## config.mk

```make
export PLATFORM = sky130hd
export DESIGN_NAME = reversi_control
export DESIGN_NICKNAME = d
export VERILOG_FILES = /design/src/rtl/reversi_control.sv
export SDC_FILE = /design/constraint.sdc
export NUM_CORES = 1
export LEC_CHECK = 0
export BUFFER_PORTS_ARGS = -buffer_cell sky130_fd_sc_hd__buf_4
export CORE_MARGIN = 3
export CORE_UTILIZATION = 40
export DETAILED_ROUTE_END_ITERATION = 8
export SYNTH_ARGS = -nofsm -noshare
export SYNTH_HDL_FRONTEND = slang
export SYNTH_SLANG_ARGS = --single-unit
```

## constraint.sdc

```tcl
create_clock -name clk -period 2.85 [get_ports clk]
set_clock_uncertainty 0.1 [all_clocks]
set_input_delay 0.7125 -clock clk [delete_from_list [all_inputs] [get_ports clk]]
set_output_delay 0.7125 -clock clk [all_outputs]
set_load 0.05 [all_outputs]
```

## src/rtl/reversi_control.sv

```systemverilog
// Sequencing FSM for the Reversi datapath: one-hot stage enables, go handshake, key edges, go watchdog.
// Optional PASS_TURN_EN adds the CUR stage so a player whose opponent cannot move keeps playing.
module reversi_control #(
  parameter int TIMEOUT_W = 20
) (
  input  logic       clk,
  input  logic       resetn,
  input  logic       key_right,
  input  logic       key_left,
  input  logic       key_up,
  input  logic       key_down,
  input  logic       key_enter,
  input  logic       go,
  input  logic       validMove,
  input  logic       hasTurn,
  output logic       dp_reset,
  output logic       writeEn,
  output logic       drawBoardEn,
  output logic       drawInitialPiecesEn,
  output logic       moveHighlightEn,
  output logic       checkIfValidMoveEn,
  output logic       placeEn,
  output logic       flipEn,
  output logic       scoreManagerEn,
  output logic       determineHasTurnEn,
  output logic       determineOpponent,
  output logic       determineCurrent,
  output logic       TurnManagerEn,
  output logic       removeHighlightEn,
  output logic       moveRightEn,
  output logic       moveLeftEn,
  output logic       moveUpEn,
  output logic       moveDownEn,
  output logic       game_over,
  output logic       fault,
  output logic [4:0] state
);

  typedef enum logic [4:0] {
    S_RESET, S_DRAW_BOARD, S_DRAW_INIT, S_HIGHLIGHT, S_WAIT_INPUT,
    S_MOVE_R, S_MOVE_L, S_MOVE_U, S_MOVE_D, S_CHECK, S_PLACE, S_FLIP,
    S_SCORE, S_OPP, S_SWAP, S_CUR, S_END, S_GAME_OVER, S_FAULT
  } state_t;

  localparam int O_DPRST = 18, O_WR = 17, O_DRAWB = 16, O_DRAWI = 15, O_HL = 14,
                 O_CHK = 13, O_PLACE = 12, O_FLIP = 11, O_SCORE = 10, O_DHT = 9,
                 O_DOPP = 8, O_TURN = 7, O_RMHL = 6, O_MR = 5, O_ML = 4, O_MU = 3,
                 O_MD = 2, O_GO = 1, O_FAULT = 0;

  localparam logic [TIMEOUT_W-1:0] LAST = {{(TIMEOUT_W-1){1'b1}}, 1'b0};
  localparam logic [TIMEOUT_W-1:0] ONE  = {{(TIMEOUT_W-1){1'b0}}, 1'b1};

  state_t               stateQ, stateN;
  logic [18:0]          outQ;
  logic [4:0]           keys, keyQ, edgeQ;
  logic [TIMEOUT_W-1:0] cnt;
  logic                 tmo;

  assign keys = {key_enter, key_right, key_left, key_up, key_down};

  function automatic logic isWait(state_t s);
    return s inside {S_RESET, S_DRAW_BOARD, S_DRAW_INIT, S_HIGHLIGHT, S_CHECK, S_PLACE,
                     S_FLIP, S_SCORE, S_OPP, S_SWAP, S_CUR, S_END};
  endfunction

  function automatic logic [18:0] decode(state_t s);
    logic [18:0] o;
    o = '0;
    case (s)
      S_RESET:      o[O_DPRST] = 1'b1;
      S_DRAW_BOARD: begin o[O_DRAWB] = 1'b1; o[O_WR] = 1'b1; end
      S_DRAW_INIT:  begin o[O_DRAWI] = 1'b1; o[O_WR] = 1'b1; end
      S_HIGHLIGHT:  begin o[O_HL] = 1'b1; o[O_WR] = 1'b1; end
      S_MOVE_R:     o[O_MR] = 1'b1;
      S_MOVE_L:     o[O_ML] = 1'b1;
      S_MOVE_U:     o[O_MU] = 1'b1;
      S_MOVE_D:     o[O_MD] = 1'b1;
      S_CHECK:      o[O_CHK] = 1'b1;
      S_PLACE:      begin o[O_PLACE] = 1'b1; o[O_WR] = 1'b1; end
      S_FLIP:       begin o[O_FLIP] = 1'b1; o[O_WR] = 1'b1; end
      S_SCORE:      o[O_SCORE] = 1'b1;
      S_OPP:        begin o[O_DHT] = 1'b1; o[O_DOPP] = 1'b1; end
      S_SWAP:       o[O_TURN] = 1'b1;
`ifdef PASS_TURN_EN
      S_CUR:        o[O_DHT] = 1'b1;
`endif
      S_END:        begin o[O_RMHL] = 1'b1; o[O_WR] = 1'b1; end
      S_GAME_OVER:  o[O_GO] = 1'b1;
      S_FAULT:      o[O_FAULT] = 1'b1;
      default:      o = '0;
    endcase
    return o;
  endfunction

  // e = {enter, right, left, up, down}; enter wins, then right..down
  function automatic state_t nextState(state_t s, logic g, logic vm, logic ht,
                                       logic [4:0] e, logic t);
    state_t n;
    n = s;
    if (t) return S_FAULT;
    case (s)
      S_RESET:      if (g) n = S_DRAW_BOARD;
      S_DRAW_BOARD: if (g) n = S_DRAW_INIT;
      S_DRAW_INIT:  if (g) n = S_HIGHLIGHT;
      S_HIGHLIGHT:  if (g) n = S_WAIT_INPUT;
      S_WAIT_INPUT: begin
        if      (e[4]) n = S_CHECK;
        else if (e[3]) n = S_MOVE_R;
        else if (e[2]) n = S_MOVE_L;
        else if (e[1]) n = S_MOVE_U;
        else if (e[0]) n = S_MOVE_D;
      end
      S_MOVE_R, S_MOVE_L, S_MOVE_U, S_MOVE_D: n = S_HIGHLIGHT;
      S_CHECK:      if (g) n = vm ? S_PLACE : S_WAIT_INPUT;
      S_PLACE:      if (g) n = S_FLIP;
      S_FLIP:       if (g) n = S_SCORE;
      S_SCORE:      if (g) n = S_OPP;
`ifdef PASS_TURN_EN
      S_OPP:        if (g) n = ht ? S_SWAP : S_CUR;
      S_CUR:        if (g) n = ht ? S_HIGHLIGHT : S_END;
`else
      S_OPP:        if (g) n = ht ? S_SWAP : S_END;
`endif
      S_SWAP:       if (g) n = S_HIGHLIGHT;
      S_END:        if (g) n = S_GAME_OVER;
      S_GAME_OVER:  if (e[4]) n = S_RESET;
      S_FAULT:      n = S_FAULT;
      default:      n = S_FAULT;
    endcase
    return n;
  endfunction

  // Timeout fires on the cycle the counter would reach all-ones
  assign tmo = isWait(stateQ) && !go && (cnt == LAST);

  always_comb stateN = nextState(stateQ, go, validMove, hasTurn, edgeQ, tmo);

`ifdef PASS_TURN_EN
  logic dcurQ;
  assign determineCurrent = dcurQ;
`else
  assign determineCurrent = 1'b0;
`endif

  always_ff @(posedge clk or posedge resetn) begin
    if (resetn) begin
      stateQ <= S_RESET;
      outQ   <= decode(S_RESET);
      keyQ   <= '0;
      edgeQ  <= '0;
      cnt    <= '0;
`ifdef PASS_TURN_EN
      dcurQ  <= 1'b0;
`endif
    end else begin
      keyQ   <= keys;
      edgeQ  <= keys & ~keyQ;
      stateQ <= stateN;
      outQ   <= decode(stateN);
`ifdef PASS_TURN_EN
      dcurQ  <= (stateN == S_CUR);
`endif
      if (stateN != stateQ)            cnt <= '0;
      else if (isWait(stateQ) && !go)  cnt <= cnt + ONE;
    end
  end

  assign state               = stateQ;
  assign dp_reset            = outQ[O_DPRST];
  assign writeEn             = outQ[O_WR];
  assign drawBoardEn         = outQ[O_DRAWB];
  assign drawInitialPiecesEn = outQ[O_DRAWI];
  assign moveHighlightEn     = outQ[O_HL];
  assign checkIfValidMoveEn  = outQ[O_CHK];
  assign placeEn             = outQ[O_PLACE];
  assign flipEn              = outQ[O_FLIP];
  assign scoreManagerEn      = outQ[O_SCORE];
  assign determineHasTurnEn  = outQ[O_DHT];
  assign determineOpponent   = outQ[O_DOPP];
  assign TurnManagerEn       = outQ[O_TURN];
  assign removeHighlightEn   = outQ[O_RMHL];
  assign moveRightEn         = outQ[O_MR];
  assign moveLeftEn          = outQ[O_ML];
  assign moveUpEn            = outQ[O_MU];
  assign moveDownEn          = outQ[O_MD];
  assign game_over           = outQ[O_GO];
  assign fault               = outQ[O_FAULT];

endmodule

```

# Word-level counts from Yosys, hierarchy flattened
# Cells that the tools add are included.
# op_classes
muxes	42
n_eq_ne	35
n_bitwise	2
add_sub_neg	1
reduce_logical	10
# op_table
op	n
$mux W5	19
$eq A5 B4 Y1 const B	15
$pmux W5 S13	1
$mux W20	2
$eq A5 B3 Y1 const B	7
$eq A5 B5 Y1 const B	5
$add A20 B1 Y20 const B	1
$eq A20 B20 Y1 const B	1
$eq A5 B2 Y1 const B	4
$mux W1	18
$reduce_bool A12 Y1	1
$eq A5 B1 Y1 const B	2
$logic_not A5 Y1	2
$reduce_or A6 Y1	1
$and A5 B5 Y5	1
$ne A5 B5 Y1	1
$not A5 Y5	1
$mux W4	1
$reduce_or A4 Y1	1
$logic_and A1 B1 Y1	2
$mux W2	1
$reduce_bool A2 Y1	1
$reduce_or A2 Y1	1
$logic_not A1 Y1	1
# word_totals
word_cells	95
ff_bits	54

# Logic depth before layout (Yosys ltp)
# logic_depth
word_depth	10
mapped_depth	11
mapped_depth_nobuf	10

# Worst setup path before layout
# Ideal clock, no wire load.
# synth_timing
path_kind	register to register
startpoint	register stateQ[2], in the netlist state[2]
endpoint	register cnt[19]
setup_slack_ns	0.152
required_ns	2.655
path_stages_with_launch	11
period_less_slack_ns	2.698
arrival_time_ns	2.503
path_cell_list	dfrtp_1 > buf_4 > nand2b_1 > nor4_1 > a211oi_1 > and2_1 > buf_2 > xnor2_1 > o31a_1 > buf_6 > nor4b_2
# synth_via
elab_chain_len	9
# synth_lines
element	line	rtl
from (decl)	53	state_t stateQ, stateN;
from (signal assigned)	158	stateQ <= stateN;
$mux W5	111	else if (e[0]) n = S_MOVE_D;
$mux W5	110	else if (e[1]) n = S_MOVE_U;
$mux W5	109	else if (e[2]) n = S_MOVE_L;
$mux W5	108	else if (e[3]) n = S_MOVE_R;
$mux W5	107	if (e[4]) n = S_CHECK;
$pmux W5 S13	101	case (s)
$mux W5	101	
$ne A5 B5 Y1	163	if (stateN != stateQ) cnt <= '0;
$mux W20 or $reduce_bool A2 Y1 (tied branches)	-	
to (signal assigned)	164	else if (isWait(stateQ) && !go) cnt <= cnt + ONE;
to (decl)	56	logic [TIMEOUT_W-1:0] cnt;
# Several ways; a longest one is shown, not always the timed one.
# A chain may end at the register's enable or synchronous reset.

# Worst setup path after layout
# layout_timing
startpoint	register stateQ[1], in the netlist state[1]
endpoint	register cnt[3]
# Same word-level chain as after synthesis.

==> metrics.md <==
| Metric | Value |
|---|---|
| Logic pwr share | `63.1%` |
| Maxcap violations | `0` |
| Die area | `8290 sq um` |
| DR WL/cell | `14.5 um` |
| # DRC | `0` |
| Rows | `30` |
| Core area | `6910 sq um` |
| Avg Inst Size Synth | `9.78 sq um` |
| Hold WS | `0.303 ns` |
| Final WL | `6750 um` |
| Mapped cell area | `2900 sq um` |
| Most common cell after layout, fill and taps aside | `buf_4` |
| Cells after Synth | `296` |
| Clock-pin slew on the worst setup and hold paths | `0.11 ns` |
| Largest net degree at the start of global routing | `31` |
| Number of setup violations in the final report | `0` |
| Register area | `1330 sq um` |
| Yosys Warn Count | `0` |
| Max-slew violation count | `0` |
| CP max FO | `9` |
| Remaining Overflow, GRT | `0` |
| Root buf cell | `clkbuf_8` |
| Clock Path Buffers | `2` |
| Vias in the first global route | `2385` |
| Top cell type's share of synthesized area | `44.9%` |
| Clock power share | `12.2%` |
| Power, Total | `3750 uW` |
| # port buffers | `33` |
| PwrDens | `1000 nW/um^2` |
| Peak supply drop | `0.761 mV` |
| Most common flop cell mapped by yosys | `dfrtp_1` |
| Die height | `91.1 um` |
| Fin crit period | `2.73 ns` |
| IO Pins | `35` |
| Gp weighted congestion | `0.929` |
| CP Data Arrival Time | `2.86 ns` |
| Filler cell count in the final layout | `649` |
| Fin. Hold Viols | `0` |
| Initial antenna violation count | `0` |
| Die extent in x | `91.1 um` |
| Switching Fraction | `46.5%` |
| DP HPWL | `4770 um` |
| Final WS setup | `0.115 ns` |
| Most frequent cells in the layout | `buf_4 (76), dfrtp_1 (50), nand2_1 (34), nor2_1 (24), nor3_1 (19)` |
| Setup tns final | `0 ns` |
| Seq/Total Area, Yosys | `45.9%` |
| Nets | `380` |
| Startpoint Class | `register` |
| ANT nets after route | `0` |
| Via count | `2420` |
| Setup crit end kind | `register` |
| Seq cells post-synth | `53` |
| Layout area overhead | `29.6%` |
| Clock sink count | `53` |
| Fmax | `366 MHz` |
| Netlist cell types | `67` |
| DRT Pass-1 Iters | `4` |
| Multi-input logic area | `1490 sq um` |
| Clk Latency, worst-skew pair | `0.32 ns` |
| Status | `finished clean` |
| Measured slew at the worst slew-check pin | `0.520 ns` |
| Vias per cell | `5.20` |
| Seq pwr share | `24.7%` |
| Pleak | `0.00173 uW` |
| Cell taking the most area after synthesis | `dfrtp_1` |
| H-tree depth | `2` |
| Hold_buf cts | `0` |
| Synth top area cells | `dfrtp_1 (45%), nand2_1 (4.4%), xnor2_1 (3.9%)` |
| Rel. slew slack | `64.8%` |
| Number of flops mapped to enable cells by yosys | `0` |
| First-pass GRT wire length | `11000 um` |
| CTS tree | `built` |
| Initial detailed-routing violation count | `83` |
| Fin crit share | `96.0%` |
| Share of cells above drive strength 1 | `32.5%` |
| Crit Path Class | `register to register` |
| P_int | `2010 uW` |
| Antenna cells | `0` |
| Hold WC Path Type | `register to register` |
| CTS Buf Count | `5` |
| Starting Density | `41.9%` |
| Sw Pwr | `1740 uW` |
| Dpl ws | `-0.251 ns` |
| Ys async rst share | `100%` |
| GRT Total Usage | `16.5%` |
| WP data required | `2.98 ns` |
| Syn Nets | `308` |
[power by group through the flow]
stage / registers, uW / clock network, uW / logic (uW)
finish: 926 / 458 / 2370
global route: 939 / 509 / 2570
CTS: 926 / 479 / 2150
detailed placement: 939 / 0 / 2120
global placement: 937 / 0 / 2110
floorplan: 1150 / 0 / 1240
[synth_stat cells, drive strengths merged (2+ instances only)]
master and n:
or2 4, dfrtp 52, nand3 9, nor4b 4, and3 3, o21a 2
nor3 24, or3b 3, and2 2, ha 2, nand2 34, inv 8
and4 4, nand3b 3, nor2 25, a21oi 8, xor2 8, o211ai 2
nor4 7, xnor2 13, o31ai 3, o21ai 3, and3b 2, a21o 2
nor2b 7, or3 2, a211oi 2, nand2b 9, nor3b 2, nand4 6
buf 18
[state kept, by name, summed over array words and instances, names as in the netlist]
register  cells
edgeQ         5
keyQ          5
cnt          20
state         5
outQ         18
[through the flow]
stage | instance area, sq um | std cells | util, %
after floorplan | 2900 | 296 | -
after CTS | 3630 | 458 | 52.6
final | 3750 | 465 | 54.3
after global routing | 3750 | 465 | 54.3
after global placement | 3510 | 450 | 50.9
after detailed placement | 3510 | 450 | 50.9
[kinds of logic after synthesis]
family                   after synthesis  synth area share (%)
multiplexers                           1                 0.346
adder cells (fa/ha/maj)                2                 0.864
XOR/XNOR                              21                  6.61
AO/OA/AOI/OAI                         35                  9.20
flip-flops                            53                  45.9
AND/OR/NAND/NOR                      156                  31.5
other                                  1                 0.130
buffers and inverters                 27                  5.49
[routing by layer]
layer  wire (um)  share of wire, %  global-route usage, %  vias to the layer above
li1            -                 -                      -                     1188
met1        3020                45                   20.2                     1169
met2        3370                50                   28.4                       53
met3         253               3.7                   3.56                       10
met4         112               1.7                   5.78                        0
met5           0                 0                      0                        -
[worst max-delay path, cell delays in order (launching register included)]
cell and delay (ns):
dfrtp_1 0.41, buf_4 0.16, buf_4 0.16, buf_4 0.16
and3b_1 0.25, nor4b_2 0.28, a211oi_2 0.09, and2_1 0.18
xnor2_1 0.12, o31a_1 0.35, buf_6 0.18, nor3_1 0.19
[final timing paths]
kind                               startpoint            endpoint  slack (ns)  depth (start not counted)
min in group asynchronous              resetn   outQ[6]$_DFF_PP0_        0.33                          2
hold reg to reg             keyQ[1]$_DFF_PP0_  edgeQ[1]$_DFF_PP0_        0.30                          1
hold / removal              keyQ[1]$_DFF_PP0_  edgeQ[1]$_DFF_PP0_        0.30                          1
setup / recovery           state[1]$_DFF_PP0_  cnt[3]$_DFFE_PP0P_        0.12                         11
max in group asynchronous              resetn  outQ[18]$_DFF_PP1_        1.71                          3
setup reg to reg           state[1]$_DFF_PP0_  cnt[3]$_DFFE_PP0P_        0.12                         11
[area by class of cell]
cell class | count | area share [%]
clock buffer | 5 | 1.83
clock inverter | 3 | 0.767
inverter | 8 | 0.800
multi-input combinational | 217 | 39.7
sequential | 53 | 35.4
tap | 96 | 3.20
timing repair buffer | 83 | 18.2
[repair_timing]
item / CTS / global route
gates resized for setup: 3 / 14
pin swaps: 0 / 4
endpoints found under the setup margin: 20 / 20
buffers inserted: 0 / 5
gates cloned: 0 / 2
Note: power is estimated with default switching activity, not from simulation.
